File: src/rtl/rns_sub_pipe.sv
// Pipelined RNS modular subtractor: NCH channels of (x - y) mod m_i with
// runtime moduli, valid/ready flow control and per-channel range errors.
module rns_sub_pipe #(
  parameter int unsigned      NCH      = 3,
  parameter int unsigned      W        = 3,
  parameter logic [NCH*W-1:0] MOD_INIT = {3'd3, 3'd5, 3'd7}
) (
  input  logic               clk,
  input  logic               rst,
  input  logic               mod_load,
  input  logic [NCH*W-1:0]   mod_in,
  output logic               busy,
  input  logic               in_valid,
  output logic               in_ready,
  input  logic               in_swap,
  input  logic [NCH*W-1:0]   in_a,
  input  logic [NCH*W-1:0]   in_b,
  output logic               out_valid,
  input  logic               out_ready,
  output logic [NCH*W-1:0]   out_res,
  output logic [NCH-1:0]     out_err
);

  logic [NCH*W-1:0] mods;
  logic             s1_valid;
  logic [W:0]       s1_d [NCH];
  logic [NCH-1:0]   s1_err;

  logic             s2_adv;
  logic             accept;
  logic             mod_we;

  logic [W-1:0]     x     [NCH];
  logic [W-1:0]     y     [NCH];
  logic [W-1:0]     m     [NCH];
  logic [W:0]       d_nxt [NCH];
  logic [W-1:0]     wrap  [NCH];
  logic [NCH-1:0]   err_nxt;
  logic [NCH*W-1:0] res_nxt;

  assign s2_adv   = !out_valid || out_ready;
  assign in_ready = !s1_valid || s2_adv;
  assign accept   = in_valid && in_ready;
  assign busy     = s1_valid || out_valid;
  // Moduli may only change with an empty pipe, so both stages can read mods directly.
  assign mod_we   = mod_load && !busy && !accept;

  always_comb begin
    err_nxt = '0;
    res_nxt = '0;
    for (int unsigned i = 0; i < NCH; i++) begin
      m[i]     = mods[i*W +: W];
      x[i]     = in_swap ? in_b[i*W +: W] : in_a[i*W +: W];
      y[i]     = in_swap ? in_a[i*W +: W] : in_b[i*W +: W];
      d_nxt[i] = {1'b0, x[i]} - {1'b0, y[i]};
      err_nxt[i] = (x[i] >= m[i]) || (y[i] >= m[i]) || (m[i] < W'(2));
      // On borrow the low W bits hold x-y+2^W; adding m and truncating yields x-y+m.
      wrap[i]  = s1_d[i][W-1:0] + m[i];
      res_nxt[i*W +: W] = s1_err[i] ? '0 : (s1_d[i][W] ? wrap[i] : s1_d[i][W-1:0]);
    end
  end

  always_ff @(posedge clk) begin
    if (rst) begin
      mods      <= MOD_INIT;
      s1_valid  <= 1'b0;
      s1_d      <= '{default: '0};
      s1_err    <= '0;
      out_valid <= 1'b0;
      out_res   <= '0;
      out_err   <= '0;
    end else begin
      if (mod_we)
        mods <= mod_in;
      if (accept) begin
        s1_d   <= d_nxt;
        s1_err <= err_nxt;
      end
      if (in_ready)
        s1_valid <= accept;
      if (s2_adv) begin
        out_valid <= s1_valid;
        out_res   <= res_nxt;
        out_err   <= s1_err;
      end
    end
  end

endmodule

File: config.mk
export PLATFORM = sky130hd
export DESIGN_NAME = rns_sub_pipe
export DESIGN_NICKNAME = d
export VERILOG_FILES = /design/src/rtl/rns_sub_pipe.sv
export SDC_FILE = /design/constraint.sdc
export NUM_CORES = 1
export LEC_CHECK = 0
export ABC_AREA = 1
export CAP_MARGIN = 20
export CORE_ASPECT_RATIO = 1.25
export CORE_MARGIN = 2
export CORE_UTILIZATION = 49
export CTS_BUF_LIST = sky130_fd_sc_hd__clkbuf_2
export DETAILED_ROUTE_END_ITERATION = 6
export PLACE_DENSITY_LB_ADDON = 0.1
export RECOVER_POWER = 100
export SLEW_MARGIN = 20
export SYNTH_ARGS = -nofsm -noshare
export SYNTH_HDL_FRONTEND = slang
export SYNTH_SLANG_ARGS = --single-unit
File: constraint.sdc
create_clock -name clk -period 1.86 [get_ports clk]
set_input_delay 0.186 -clock clk [delete_from_list [all_inputs] [get_ports clk]]
set_output_delay 0.186 -clock clk [all_outputs]
set_load 0.03 [all_outputs]
# == Word-level counts from Yosys, hierarchy flattened ==
# Cells that the tools add are included.
# totals
ff_bits,38
latch_bits,0
ramBits,0
mem_bits_ro,0
in_bits,33
out_inout_bits,15
wordCells,52
memories,0
# op_classes
add_sub_neg,6
mul,0
n_div,0
n_lt_le_gt_ge,9
n_eq_ne,0
shifts,0
muxes,12
bitwise_logic,0
reduce_logical,16
# ops
operator,count
$mux W3,12
$ge A3 B3 Y1,6
$sub A3 B3 Y4,3
$add A3 B3 Y3,3
$logic_or A1 B1 Y1,9
$lt A3 B2 Y1 const B,3
$logic_not A1 Y1,4
$logic_and A1 B1 Y1,3

# == Longest topological paths before layout ==
# Gate-level depths: netlist of run 1.
# logic_depth
word_depth,6
mapped_depth,12
mapped_depth_nobuf,12

# == Least setup slack after synthesis of run 1 ==
# No wires, ideal clock.
# synth_timing
path_kind,input -> register
from,in in_swap
to,reg s1_d[10] (netlist bit)
setup_time_ns,0.119
t_arrival_ns,1.681
required_time_ns,1.741
slack_ns,0.059
path_stages,9
path_buffers,2
cell_sequence,buf_2 -> buf_2 -> mux2i_1 -> ha_1 -> inv_1 -> fa_1 -> xor2_1 -> o21ai_0 -> a21oi_1
# synth_between
elab_chain_len,2
word_cells_on_any_way,3
classes_between,add/sub (1); mux (2)
# synth_lines
element,line_no,text
"start, declared",15,"input logic in_swap,"
"$mux W3, on equally long branches","53, 54",
$sub A3 B3 Y4 *,55,"d_nxt[i] = {1'b0, x[i]} - {1'b0, y[i]};"
"end signal, assigned",76,s1_d <= d_nxt;
"end, declared",26,logic [W:0] s1_d [NCH];
# Mark *: on every way between the ends. The rest lies on a longest branch, timed or not.
# A chain may end at the register's enable or synchronous reset.

==> results of run 1 <==
## logic make-up after synthesis
family | share of synthesized area [%]
buf+inv | 12.0
compound gates | 12.2
flops | 29.3
fa+ha+maj | 18.3
simple gates | 26.3
mux | 1.16
xor+xnor | 0.674
## metal layers
| metal | global-route usage, % | routed length, µm |
|---|---|---|
| met4 | 6.06 | 55 |
| met1 | 23.0 | 2530 |
| met3 | 3.21 | 193 |
| met2 | 40.6 | 3070 |
| met5 | 0 | 0 |
## how the worst max path moves through the flow
stage / start / to / slack [ns] / cells past startpoint
after detailed placement: in_swap / s1_d[10] / -0.41 / 9
after global placement: in_swap / s1_d[6] / -0.31 / 9
final: in_swap / s1_d[9] / 0.09 / 10
after floorplan: in_swap / s1_d[10] / 0.06 / 9
after CTS: s1_valid / busy / 0.02 / 3
after global routing: in_swap / s1_d[9] / 0.003 / 10
## cell type report
type	instances	area [µm²]
fillers	491	1800
multi-input cells	261	1510
flip-flops and latches	38	761
repair buffers	65	602
inverters	60	238
well taps	62	77.6
clock inverters	3	68.8
clock buffers	5	25.0
## worst max-delay path, cell delays in order
cell and delay (ns):
clkdlybuf4s50_1 0.50, inv_1 0.08, or2_2 0.27, o21ai_1 0.10
inv_1 0.07, ha_1 0.18, inv_1 0.09, fa_1 0.42
o21ai_1 0.15, a21oi_1 0.05
## what timing repair did
item | CTS | global route
setup buffers | 0 | 0
endpoints found under the setup margin | 0 | 10
resized for setup | 0 | 15
## Yosys cell counts
master    instances
a21oi_1          23
o21ai_0          36
fa_1              5
nand2_4           2
clkinv_8          1
xor2_1            2
or2_2             3
inv_2             2
nor2_4            1
nand4_1           3
nand3b_1          1
nand3_1          18
dfxtp_1          38
clkbuf_1          2
nand2_8           1
buf_6             2
nand2_1         101
nor2_2            1
buf_8             1
ha_1             30
nand2_2           2
nor2_1           26
buf_2             6
mux2i_1           3
o21ai_1           1
a21oi_2           2
inv_1            57
## stage by stage
stage          hold slack, ns  setup slack (ns)  total power, mW
3_3_place_gp            0.451            -0.311             1.64
3_5_place_dp            0.460            -0.408             1.66
2_1_floorplan           0.299            0.0594             1.40
5_1_grt                 0.338           0.00341             2.43
6_report                0.310            0.0910             2.28
4_1_cts                 0.290            0.0165             2.32
## power groups by stage
| stage | clock network (mW) | registers (mW) | logic [mW] |
|---|---|---|---|
| finish | 0.655 | 0.947 | 0.683 |
| global placement | 0 | 0.962 | 0.674 |
| detailed placement | 0 | 0.964 | 0.698 |
| floorplan | 0 | 0.999 | 0.402 |
| global route | 0.687 | 0.957 | 0.783 |
| CTS | 0.667 | 0.948 | 0.704 |
## sequential cells by signal, indices dropped and copies added, names as in the netlist
signal and count:
mods 9, out_err 3, out_res 9, out_valid 1, s1_d 12, s1_err 3, s1_valid 1
==> impl_metrics.tcl, run 1 <==
set metrics [dict create \
    outcome "completed" \
    cap_violations 0 \
    placed_cell_area_um2 3220 \
    fp.dieH_um 85.4 \
    layout_common_cells "103 x nand2_1, 59 x inv_1, 38 x dfxtp_1" \
    finalCritPeriodShare_pct 95.1 \
    rrSetupSlack_ns 0.21 \
    syn_to_final_growth_pct 26.2 \
    final_common_cell "nand2_1" \
    synth.largest_area_cell "dfxtp_1" \
    fin_skew_ns 0.0111 \
    std_cell_rows 29 \
    r2r.worst_path.cells 9 \
    dp_cells 486 \
    grt_first_pass_wirelength_um 10100 \
    p_per_area_nw_per_um2 696 \
    crit_fanout 3 \
    min_path_cells 3 \
    tightest_slew_ns 0.584 \
    final_cell_area_um2 3280 \
    die_x_um 69.1 \
    synth_area_um2 2600 \
    cts.sinks 38 \
    dpl.hpwl_um 4570 \
    p_seq_share_pct 41.4 \
    synthCells 370 \
    grt_max_degree 23 \
    initial_core_util_pct 51.2 \
    worst_ep_arrival_time_ns 2.09 \
    holdPathEnd "mods[3]" \
    io_buffers 47 \
    r2r_start "mods[0]" \
    synth_fp_nets 438 \
    max-slew-margin-rel_pct 61.1 \
    cts-root-buf "clkbuf_2" \
    yosys_warnings 0 \
    layout.nets 499 \
    final-hold-violation-count 0 \
    final-setup-viol-count 0 \
    synth_top_area_share_pct 29.3 \
    hp-start "mod_in[3]" \
    antenna_found_initial 0 \
    clkPwrFrac_pct 28.7 \
    ios 48 \
    leakage_nw 1.65 \
    cts_hold_buffers 0 \
    p_int_mw 1.56 \
    r2r-end "out_res[2]" \
    worst_setup_path_start_kind "primary input" \
    design.core.area_um2 5080 \
    fin_tns_setup_ns 0 \
    crit_path_end_kind "register" \
    grt-ovfl-total 0 \
    synth_seq_cells 38 \
    p_sw_uw 726 \
    layoutNonFillerInstCount 494 \
    gp_congestion 0.830 \
    hold_class "in2reg" \
    n_antenna_cell 0 \
    dieArea_um2 5910 \
    drt_iter0_drc 89 \
    criticalPathCategory "in2reg" \
    ys_seq_area_share_pct 29.3 \
    clk_pin_slew_ns 0.21 \
    crit_required_ns 2.18 \
    pwr-share-comb_pct 29.9 \
    fmax_mhz 565 \
    fin_util_pct 64.6 \
    rsz0062_at_grt "no" \
    netlist_top_cells_area "dfxtp_1 29%, nand2_1 15%, ha_1 14%" \
    insertion_delay_ns 0.40 \
    numCtsBuffers 5 \
    htreeDepth 2 \
    clockBufferDepth 2 \
    routedWlPerCell_um 11.8 \
    cts_tree "built" \
    swShare_pct 31.8 \
    ys_types 27 \
    vias_per_cell 4.95 \
    grt_pass1_vias 2415 \
    avgSynthCellArea_um2 7.02 \
    grt_use_total_pct 20.9 \
    ir_drop_mv 0.466 \
    drc 0 \
    drt-total-wl_um 5850 \
    num_vias 2444 \
    layout-drive-gt1-share_pct 8.80 \
    drv_slew 0 \
    fin_crit_ns 1.77 \
    ant_nets 0 \
    dr.pass1.iters 4 \
]
Note: power is estimated with default switching activity, not from simulation.
==> run 2, diff against run 1 <==
--- a/config.mk
+++ b/config.mk
@@ -7,10 +7,13 @@
 export LEC_CHECK = 0
 export ABC_AREA = 1
 export CAP_MARGIN = 20
+export CELL_PAD_IN_SITES_DETAIL_PLACEMENT = 2
+export CELL_PAD_IN_SITES_GLOBAL_PLACEMENT = 2
 export CORE_ASPECT_RATIO = 1.25
 export CORE_MARGIN = 2
-export CORE_UTILIZATION = 49
+export CORE_UTILIZATION = 27
 export CTS_BUF_LIST = sky130_fd_sc_hd__clkbuf_2
+export CTS_CLUSTER_SIZE = 28
 export DETAILED_ROUTE_END_ITERATION = 6
 export PLACE_DENSITY_LB_ADDON = 0.1
 export RECOVER_POWER = 100
==> impl_metrics.tcl, run 2 (synthesis results as in run 1) <==
set metrics [dict create \
    ios 48 \
    std_cell_rows 40 \
    rsz0062_at_grt "no" \
    crit_buf_inv 1 \
    cts-root-buf "clkbuf_2" \
    drt_iter0_drc 28 \
    cts_tree "built" \
    grt_first_pass_wirelength_um 13700 \
    path_cells "dlygate4sd3_1" \
    drv_slew 0 \
    ant_nets 0 \
    clk_pin_slew_ns 0.22 \
    ir_drop_mv 0.158 \
    layout-drive-gt1-share_pct 6.81 \
    final_common_cell "nand2_1" \
    htreeDepth 2 \
    dp_cells 544 \
    layout_setup_ws_ns 0.119 \
    cts_hold_buffers 0 \
    vias_per_cell 4.67 \
    cap_violations 0 \
    dr_wl_met3_um 216 \
    insertion_delay_ns 0.41 \
    leakage_nw 1.60 \
    cp_slowest_stage_delay_ns 0.75 \
    cts_resized 5 \
    cts.sinks 38 \
    cp_top_family "buffers and inverters" \
    max-slew-margin-rel_pct 57.8 \
    crit_required_ns 1.67 \
    dr.pass1.iters 4 \
    syn_to_final_growth_pct 25.3 \
    grt_pass1_vias 2864 \
    antenna_found_initial 0 \
    hold_class "in2reg" \
    tightest_slew_ns 0.634 \
    dp_slack_ns -0.535 \
    largest_register_ff_count 12 \
    dieArea_um2 10400 \
    p_per_area_nw_per_um2 625 \
    clockBufferDepth 2 \
    numCtsBuffers 5 \
    drc 0 \
    outcome "completed" \
    highest_layer "met4" \
    fin_crit_ns 1.74 \
    crit_fanout 2 \
    fin_skew_ns 0.0102 \
    worst_setup_path_start_kind "register" \
    grt_max_degree 29 \
    layout.nets 493 \
    io_buffers 47 \
    drt-total-wl_um 7790 \
    wl_met2_um 4100 \
    final-setup-viol-count 0 \
    layoutNonFillerInstCount 552 \
    top_register "s1_d" \
    crit_path_top_delay_cell "dlygate4sd3_1" \
    finalCritPeriodShare_pct 93.6 \
    grt-ovfl-total 0 \
    met1_length_um 3350 \
    final-hold-violation-count 0 \
    postCtsSetupBuffers 0 \
    crit_path_end_kind "output port" \
    initial_core_util_pct 27.3 \
    dpl.hpwl_um 6330 \
    reg_top3 "s1_d x12, mods x9, out_res x9" \
    fmax_mhz 574 \
    criticalPathCategory "reg2out" \
    worst_ep_arrival_time_ns 1.55 \
    gp_congestion 0.714 \
    fp.dieH_um 114 \
    design.core.area_um2 9510 \
    nFillCells 1174 \
    num_vias 2576 \
    grt_use_total_pct 16.2 \
    routedWlPerCell_um 14.1 \
    n_antenna_cell 0 \
    layout_common_cells "102 x nand2_1, 59 x inv_1, 38 x dfxtp_1" \
    die_x_um 91.8 \
]
==> run 2: cell type report <==
class	instances	area (µm²)	share of cell area, %
inverter	60	238	7.30
tap	126	158	4.84
timing repair buffer	59	549	16.9
sequential	38	761	23.4
multi-input combinational	261	1510	46.3
clock buffer	5	25.0	0.769
clock inverter	3	16.3	0.500
==> run 2: worst min-delay path: stages <==
cell	delay (ns)
clkdlybuf4s50_1	0.40
nand2_1	0.06
nand3_1	0.05
==> run 2: final timing paths <==
kind	from	end	slack [ns]	cells after the start
max reg2reg	out_valid	out_res[2]	0.25	6
min	mod_in[7]	mods[7]	0.31	3
max	out_res[0]	out_res[0]	0.12	1
min reg2reg	out_res[4]	out_res[4]	0.48	2
==> run 2: power by group <==
part	total [mW]	switching, mW	leakage [nW]	internal (mW)
logic	0.693	0.400	1.26	0.294
clock network	0.391	0.306	0.0264	0.0857
registers	0.949	0.0608	0.314	0.888
==> run 2: metal layers <==
| metal | GRT usage, % | vias up |
|---|---|---|
| li1 | - | 1277 |
| met1 | 18.6 | 1249 |
| met2 | 31.6 | 42 |
| met3 | 2.05 | 8 |
| met4 | 4.08 | 0 |
| met5 | 0 | - |
==> run 2: through the flow <==
step	TNS, ns	hold WS (ns)	util [%]	total power [mW]	instance area [µm²]
after CTS	0	0.288	34.7	2.10	3300
final	0	0.313	34.2	2.03	3260
after global routing	0	0.288	34.2	2.22	3260
after floorplan	0	0.299	-	1.40	2600
after global placement	-4.07	0.455	34.2	1.67	3250
after detailed placement	-4.95	0.460	34.2	1.70	3250
==> run 3, diff against run 2 <==
--- a/config.mk
+++ b/config.mk
@@ -9,7 +9,6 @@
 export CAP_MARGIN = 20
 export CELL_PAD_IN_SITES_DETAIL_PLACEMENT = 2
 export CELL_PAD_IN_SITES_GLOBAL_PLACEMENT = 2
-export CORE_ASPECT_RATIO = 1.25
 export CORE_MARGIN = 2
 export CORE_UTILIZATION = 27
 export CTS_BUF_LIST = sky130_fd_sc_hd__clkbuf_2
==> impl_metrics.tcl, run 3 (synthesis results as in run 1) <==
set metrics [dict create \
    grt_pass1_vias 2735 \
    reg_top3 "s1_d x12, mods x9, out_res x9" \
    hp-start "mod_in[5]" \
    outcome "completed" \
    drc 0 \
    ios 48 \
    ant_nets 0 \
    grt_max_degree 25 \
    antenna_found_initial 0 \
    grt_first_pass_wirelength_um 12800 \
    r2r-end "out_res[5]" \
    final_common_cell "nand2_1" \
    p_per_area_nw_per_um2 610 \
    r2r_start "mods[3]" \
    io_buffers 47 \
    vias_per_cell 4.56 \
    grt_use_total_pct 15.7 \
    layoutNonFillerInstCount 560 \
    grt-ovfl-total 0 \
    fmax_mhz 579 \
    htreeDepth 2 \
    timing.hold.ws_ns 0.326 \
    crit_buf_inv 1 \
    path_cells "dlygate4sd3_1" \
    n_antenna_cell 0 \
    fin_util_pct 36.1 \
    largest_register_ff_count 12 \
    dp_cells 551 \
    finalCritPeriodShare_pct 92.8 \
    rsz0062_at_grt "no" \
    layout.nets 498 \
    cts_hold_buffers 0 \
    max-slew-margin-rel_pct 57.5 \
    ir_drop_mv 0.185 \
    initial_core_util_pct 28.0 \
    leakage_nw 1.65 \
    cp_top_family "buffers and inverters" \
    final-hold-violation-count 0 \
    cts_tree "built" \
    hold_class "in2reg" \
    dr.pass1.iters 4 \
    final-setup-viol-count 0 \
    nFillCells 1141 \
    layout_common_cells "101 x nand2_1, 59 x inv_1, 38 x dfxtp_1" \
    dieArea_um2 10400 \
    fp.dieH_um 102 \
    criticalPathCategory "reg2out" \
    drv_slew 0 \
    rrSetupSlack_ns 0.24 \
    gp_congestion 0.719 \
    min_path_cells 3 \
    drt_iter0_drc 41 \
    cts.sinks 38 \
    holdPathEnd "mods[5]" \
    numCtsBuffers 5 \
    crit_fanout 2 \
    cap_violations 0 \
    syn_to_final_growth_pct 28.8 \
    clk_pin_slew_ns 0.20 \
    startpoint "out_res[1]" \
    design.core.area_um2 9280 \
    cts-root-buf "clkbuf_2" \
    crit_required_ns 1.67 \
    dpl.hpwl_um 6290 \
    fin_skew_ns 0.0129 \
    fin_crit_ns 1.73 \
    worst_setup_path_start_kind "register" \
    crit_path_top_delay_cell "dlygate4sd3_1" \
    layout-drive-gt1-share_pct 8.82 \
    die_x_um 102 \
    routedWlPerCell_um 13.6 \
    r2r.worst_path.cells 9 \
    cp_slowest_stage_delay_ns 0.75 \
    std_cell_rows 35 \
    clockBufferDepth 2 \
    tightest_slew_ns 0.638 \
    worst_ep_arrival_time_ns 1.54 \
    drt-total-wl_um 7640 \
    insertion_delay_ns 0.41 \
    num_vias 2556 \
    crit_path_end_kind "output port" \
    top_register "s1_d" \
]
-- run 3: cell count changes in the layout (fill, tap and decap cells not counted), sizes merged --
cell and delta:
clkbuf +2, inv +1, clkinv -1, buf +5, dlygate4sd3 +2, clkinvlp -1, clkdlybuf4s50 -2, dlymetal6s2s +1
dlygate4sd2 -2
-- run 3: power breakdown --
part	internal (mW)	leakage [nW]	switching, mW	total [mW]
sequential	0.888	0.314	0.0614	0.949
combinational	0.313	1.31	0.402	0.715
clock	0.0924	0.0304	0.285	0.378
total	1.29	1.65	0.749	2.04
-- run 3: per-layer routing --
metal	up-vias	part of all wire (%)	track usage, %	wire length (µm)
met1	1220	45	18.1	3430
li1	1288	-	-	-
met2	39	51	29.8	3910
met3	9	2.8	2.46	211
met4	0	1.2	4.21	89
met5	-	0	0	0
-- run 3: timing repair --
action                                  in CTS  in global routing
endpoints found under the setup margin       2                  7
gates cloned                                 0                  1
buffers inserted                             0                  0
gates resized for setup                      2                 14
pin swaps                                    0                  1
-- run 3: stage by stage --
stage | power, mW | setup slack (ns) | TNS (ns) | instance area, µm²
after floorplan | 1.40 | 0.0594 | 0 | 2600
after global placement | 1.67 | -0.422 | -3.45 | 3290
after detailed placement | 1.70 | -0.495 | -4.18 | 3290
after CTS | 2.09 | 0.0000809 | 0 | 3330
after global routing | 2.22 | 0.0335 | 0 | 3350
final | 2.04 | 0.133 | 0 | 3350
-- run 3: how the worst max path moves through the flow --
stage                            end  cells after the start  slack, ns
after floorplan             s1_d[10]                      9       0.06
after global placement     s1_err[1]                     11      -0.42
after detailed placement     s1_d[9]                     10      -0.49
after CTS                   in_ready                      4    0.00008
after global routing         s1_d[9]                      9       0.03
final                     out_res[1]                      1       0.13
-- run 3: area by class of cell --
type / count / area (µm²) / area share, %
multi-input combinational: 261 / 1540 / 46.1
sequential: 38 / 761 / 22.7
timing repair buffer: 64 / 619 / 18.5
inverter: 60 / 225 / 6.73
tap: 129 / 161 / 4.82
clock buffer: 6 / 30.0 / 0.897
clock inverter: 2 / 8.76 / 0.262
